File: src/rtl/associative_memory_folded_pkg.sv
`default_nettype none
// +----------------------------------------------------------------------------+
// | associative_memory_folded_pkg                                              |
// | Shared constants and FSM encoding for the folded associative memory.       |
// | Revision: 1.0                                                              |
// +----------------------------------------------------------------------------+
package associative_memory_folded_pkg;

  localparam int c_hv_dimension = 2000;
  localparam int c_num_classes  = 2;
  localparam int c_dist_width   = $clog2(c_hv_dimension + 1);

  typedef enum logic [1:0] {
    S_ACCUM   = 2'd0,
    S_COMPARE = 2'd1,
    S_OUTPUT  = 2'd2
  } state_t;

endpackage
`default_nettype wire

File: src/rtl/associative_memory_folded_fold_popcount.sv
`default_nettype none
// +----------------------------------------------------------------------------+
// | fold_popcount                                                              |
// | Combinational population count of one WIDTH-bit fold.                      |
// | Revision: 1.0                                                              |
// +----------------------------------------------------------------------------+
module fold_popcount #(
  parameter int WIDTH = 200
) (
  input  logic [WIDTH-1:0]             vec,
  output logic [$clog2(WIDTH+1)-1:0]   count
);

  localparam int c_cw = $clog2(WIDTH + 1);

  always_comb begin
    count = '0;
    for (int i = 0; i < WIDTH; i++) begin
      count = count + c_cw'(vec[i]);
    end
  end

endmodule
`default_nettype wire

File: src/rtl/associative_memory_folded.sv
`default_nettype none
// +----------------------------------------------------------------------------+
// | associative_memory_folded                                                  |
// | Fold-serial Hamming-distance classifier; emits the arg-min class label.    |
// | Optional macro AM_DISTANCE_OUT_EN adds dist_out (winning distance).        |
// | Revision: 1.0                                                              |
// +----------------------------------------------------------------------------+
module associative_memory_folded
  import associative_memory_folded_pkg::*;
#(
  parameter int NUM_FOLDS       = 10,
  parameter int NUM_FOLDS_WIDTH = 4,
  parameter int FOLD_WIDTH      = 200,
  parameter int NUM_CLASSES     = c_num_classes,
  parameter int CLASS_WIDTH     = 1
) (
  input  logic                              clk,
  input  logic                              rst,
  input  logic                              hvin_valid,
  output logic                              hvin_ready,
  input  logic [FOLD_WIDTH-1:0]             hvin,
  output logic [NUM_FOLDS_WIDTH-1:0]        fold_idx,
  input  logic [NUM_CLASSES*FOLD_WIDTH-1:0] prototype_fold,
  output logic                              class_valid,
  input  logic                              class_ready,
  output logic [CLASS_WIDTH-1:0]            class_out
`ifdef AM_DISTANCE_OUT_EN
  ,
  output logic [c_dist_width-1:0]           dist_out
`endif
);

  localparam int                       c_pw        = $clog2(FOLD_WIDTH + 1);
  localparam logic [NUM_FOLDS_WIDTH-1:0] c_last_fold = NUM_FOLDS_WIDTH'(NUM_FOLDS - 1);

  state_t                      r_state;
  state_t                      w_state_next;
  logic [NUM_FOLDS_WIDTH-1:0]  r_fold_idx;
  logic [c_dist_width-1:0]     r_dist [NUM_CLASSES];
  logic [c_pw-1:0]             w_pop  [NUM_CLASSES];
  logic [CLASS_WIDTH-1:0]      r_class_out;
  logic [CLASS_WIDTH-1:0]      w_min_idx;
  logic [c_dist_width-1:0]     w_min_dist;
  logic                        w_fire;
  logic                        w_accept;

  for (genvar c = 0; c < NUM_CLASSES; c++) begin : g_class
    fold_popcount #(.WIDTH(FOLD_WIDTH)) u_popcount (
      .vec   (hvin ^ prototype_fold[c*FOLD_WIDTH +: FOLD_WIDTH]),
      .count (w_pop[c])
    );
  end

  // Strict less-than keeps the lowest index on ties.
  always_comb begin
    w_min_idx  = '0;
    w_min_dist = r_dist[0];
    for (int c = 1; c < NUM_CLASSES; c++) begin
      if (r_dist[c] < w_min_dist) begin
        w_min_dist = r_dist[c];
        w_min_idx  = CLASS_WIDTH'(c);
      end
    end
  end

  assign hvin_ready  = (r_state == S_ACCUM);
  assign class_valid = (r_state == S_OUTPUT);
  assign w_fire      = hvin_valid && hvin_ready;
  assign w_accept    = class_valid && class_ready;
  assign fold_idx    = r_fold_idx;
  assign class_out   = r_class_out;

  always_ff @(posedge clk or posedge rst) begin
    if (rst) r_state <= S_ACCUM;
    else     r_state <= w_state_next;
  end

  always_comb begin
    w_state_next = r_state;
    case (r_state)
      S_ACCUM:   if (w_fire && r_fold_idx == '0) w_state_next = S_COMPARE;
      S_COMPARE: w_state_next = S_OUTPUT;
      S_OUTPUT:  if (w_accept) w_state_next = S_ACCUM;
      default:   w_state_next = S_ACCUM;
    endcase
  end

  always_ff @(posedge clk or posedge rst) begin
    if (rst) begin
      r_fold_idx  <= c_last_fold;
      r_class_out <= '0;
      for (int c = 0; c < NUM_CLASSES; c++) r_dist[c] <= '0;
    end else begin
      case (r_state)
        S_ACCUM: begin
          if (w_fire) begin
            for (int c = 0; c < NUM_CLASSES; c++) begin
              r_dist[c] <= r_dist[c] + c_dist_width'(w_pop[c]);
            end
            r_fold_idx <= (r_fold_idx == '0) ? c_last_fold
                                             : r_fold_idx - NUM_FOLDS_WIDTH'(1);
          end
        end
        S_COMPARE: r_class_out <= w_min_idx;
        S_OUTPUT: begin
          if (w_accept) begin
            for (int c = 0; c < NUM_CLASSES; c++) r_dist[c] <= '0;
          end
        end
        default: ;
      endcase
    end
  end

`ifdef AM_DISTANCE_OUT_EN
  logic [c_dist_width-1:0] r_dist_out;

  always_ff @(posedge clk or posedge rst) begin
    if (rst)                        r_dist_out <= '0;
    else if (r_state == S_COMPARE)  r_dist_out <= w_min_dist;
  end

  assign dist_out = r_dist_out;
`endif

endmodule
`default_nettype wire
File: config.mk
export PLATFORM = sky130hd
export DESIGN_NAME = associative_memory_folded
export DESIGN_NICKNAME = d
export VERILOG_FILES = /design/src/rtl/associative_memory_folded_pkg.sv /design/src/rtl/associative_memory_folded_fold_popcount.sv /design/src/rtl/associative_memory_folded.sv
export SDC_FILE = /design/constraint.sdc
export NUM_CORES = 1
export LEC_CHECK = 0
export ABC_AREA = 1
export CAP_MARGIN = 20
export CORE_UTILIZATION = 25
export DETAILED_ROUTE_END_ITERATION = 10
export GPL_TIMING_DRIVEN = 0
export PLACE_DENSITY = 0.5
export SLEW_MARGIN = 20
export SYNTH_ARGS = -nofsm -noshare
export SYNTH_HDL_FRONTEND = slang
export SYNTH_SLANG_ARGS = --single-unit
File: constraint.sdc
create_clock -name clk -period 1.8 [get_ports clk]
set_clock_uncertainty 0.15 [all_clocks]
set_input_delay 0.36 -clock clk [delete_from_list [all_inputs] [get_ports clk]]
set_output_delay 0.36 -clock clk [all_outputs]
set_load 0.02 [all_outputs]
==> run summary <==
Number of synthesized flops with an enable pin = 0
Yosys top cell area share = 0.478
Worst r2r dst = r_dist[19]
GPL Wtd Cong = 0.853
Drt first-iter violations = 244
Final non-filler cell area = 24400 um^2
Routed len/inst = 17.9 um
Hold WC Path Type = register to register
Cells after synthesis = 1555
Setup violation total in the final timing report = 22
Final Hold Fails = 0
Hold Path Depth = 2
Drt first pass iters = 4
Cell variety after synth = 36
Via count = 12049
Synth Area in Adders = 0.551
Synth Area per Inst = 10.1 um^2
Post-route ant nets = 0
Final period util = 4.90
Delay-heaviest family, CP = adder cells
Vias in the first global route = 14397
Setup TNS = -147.69 ns
DP HPWL = 51600 um
Post-Syn Nets = 2624
Xor and xnor area share after synthesis = 0.232
Cell mode on critical path = fa_1
Top_reg_cell synth = dfrtp_1
Port Buffers = 610
Layout cells sized above 1 = 0.218
Worst endpoint required time = 1.82 ns
F_max = 113 MHz
Multi-input gate area = 15200 um^2
Tot GR Track Use = 0.171
Sequential share of the synthesized area = 0.0465
# fillers = 6238
Row Count = 91
R2R Setup Slk = -0.19 ns
Drt drc = 0
Cts bufs inserted = 5
WL final = 54200 um
Worst setup SP type = input port
Clk slew on worst S/H paths = 0.05 ns
FF-to-FF path depth = 10
CP max-delay cell = fa_1
Hold Crit Start = class_out
Slew headroom = 0.552
Die width = 252 um
Worst-Skew Late Latency = 0.27 ns
Die ar. = 63600 um^2
Area leader, netlist = fa_1
Worst-Margin Slew = 0.671 ns
Outcome = finished, violations left
CP Capture Type = register
Hold Crit Endpoint = class_out
Initial antenna violation count = 7
Clock sinks = 29
CP peak stage delay = 0.59 ns
WS Path Type = input port to register
CTS max path bufs = 2
R2R Path Start = r_dist[11]
Largest family of logic cells by synthesized area = adder cells
Placement-stage cell area = 23000 um^2
CTS tree = yes
Failing checks = setup timing
Final worst setup slack = -7.03 ns
Critical path buffers and inverters = 8
Post-layout min period = 8.83 ns
Area growth syn-to-layout = 55.8%
GR Overflow Total = 0
Ports = 611
Ranking of synthesized cells by area = fa_1 48%, xor2_1 12%, xnor2_1 11%, inv_1 9.5%, ha_1 7.3%
Worst Path Arrival = 8.84 ns
CTS root buf = clkbuf_16
Slew Limit Fails = 0
DR vias/cell = 3.97
Max-cap violation count = 0
Worst-path maximum fanout = 4
Post-synthesis mux area share = 0
Core Region = 61800 um^2
Synth Cell Area = 15700 um^2
First-pass GRT wire length = 81600 um
Nets = 3256
Synth Area in Compound Gates = 0.0215
Synthesized flop and latch total = 29
Dpl ws = -8.02 ns
Synth Area in Simple Gates = 0.0516
H-tree Lvls = 2
Seq. cell area = 728 um^2
Asr flop ratio synth = 1.00
Largest net degree at the start of global routing = 30
Starting Density = 0.253
Yosys Warn Count = 0
RSZ-0062 raised after global routing = true
Post-CTS Hold Fix Bufs = 0
Die Y = 252 um
-- area by class of cell --
| class | instances | area share |
|---|---|---|
| repair buffers | 625 | 0.236 |
| plain buffers | 2 | 0.000770 |
| flip-flops and latches | 29 | 0.0299 |
| clock inverters | 1 | 0.000205 |
| clock buffers | 7 | 0.00626 |
| diodes | 8 | 0.000821 |
| multi-input cells | 1124 | 0.622 |
| inverters | 400 | 0.0618 |
| well taps | 837 | 0.0429 |
-- repair_timing --
action	in CTS	in global routing
setup buffers	5	11
gates resized for setup	591	340
pin swaps	241	140
cloned	0	0
setup endpoints to repair	27	24
-- cell families (layout without fill, tap and decap cells) --
kind of cell / after synthesis / in the layout
xor gates and xnor gates: 415 / 415
AOI/OAI and AO/OA: 59 / 59
adders and majority gates: 465 / 465
DFF: 29 / 29
and+or+nand+nor: 185 / 185
other: 0 / 8
buffers and inverters: 402 / 1035
-- sequential cells by signal, indices dropped and copies added, names as in the netlist --
| register | flops |
|---|---|
| r_dist | 22 |
| class_out | 1 |
| fold_idx | 4 |
| r_state | 2 |
-- per-stage QoR --
stage	util	instances	hold slack, ns
after floorplan	-	1555	0.287
after global placement	0.371	3002	0.325
after detailed placement	0.371	3002	0.326
after CTS	0.384	3015	0.340
after global routing	0.394	3033	0.378
final	0.394	3033	0.338
-- worst max-delay path by stage --
stage,start,end,slack (ns),cells past startpoint
3_3_place_gp,hvin[82],r_dist[19],-7.92,37
3_5_place_dp,hvin[82],r_dist[19],-8.02,37
6_report,prototype_fold[128],r_dist[20],-7.03,32
2_1_floorplan,hvin[174],r_dist[20],-6.67,34
4_1_cts,prototype_fold[200],r_dist[9],-7.22,28
5_1_grt,prototype_fold[90],r_dist[20],-7.34,34
-- metal layers --
metal  vias to the layer above  share of wire  wire [um]  GRT usage
li1                       5714              -          -          -
met1                      5988           0.40      21700      0.206
met2                       318           0.54      29500      0.327
met3                        29          0.044       2380     0.0232
met4                         0          0.012        635     0.0222
met5                         -              0          0          0
-- layout by cell type, fill, tap and decap left out, types with 3 or more instances in the layout --
cell,instances
o21ai_0,5
nand3_2,15
fa_2,35
clkdlybuf4s15_1,29
dfrtp_1,27
clkdlybuf4s15_2,6
ha_4,14
xnor2_2,96
nor3_1,3
buf_6,18
a21oi_4,3
xor2_2,41
xnor2_4,5
inv_2,64
buf_4,11
xnor2_1,92
nand3_1,7
fa_1,339
nand4_1,6
clkdlybuf4s50_1,316
dlygate4sd2_1,129
clkbuf_16,5
a21oi_1,11
ha_1,76
dlymetal6s2s_1,29
a21oi_2,9
diode_2,8
o22ai_1,3
nor2_4,3
buf_2,24
inv_1,334
nor2_2,9
o21ai_1,11
nand2_2,20
o21bai_1,4
nand2_4,9
nor2_1,22
nand2_1,85
clkbuf_2,63
xor2_1,180
-- Yosys cell counts, types with 4 or more instances --
| library cell | n |
|---|---|
| nand2_1 | 111 |
| fa_1 | 374 |
| nor2_1 | 30 |
| nand3_1 | 23 |
| o21ai_0 | 14 |
| o21ai_1 | 6 |
| o21bai_1 | 4 |
| ha_1 | 91 |
| inv_1 | 397 |
| nand4_1 | 6 |
| xnor2_1 | 193 |
| dfrtp_1 | 27 |
| xor2_1 | 222 |
| a21oi_1 | 23 |
-- worst register-to-register path, stage by stage (launching register included) --
cell	delay, ns
dfrtp_1	0.42
ha_4	0.18
inv_1	0.06
fa_2	0.38
o21ai_2	0.24
nand2_1	0.10
nand2_2	0.14
nand2_2	0.07
nand2_1	0.06
nand2_1	0.04
nor2_1	0.09
Power is not shown: default switching activity piles up to over one toggle a cycle in this logic, so the estimate is an artifact.
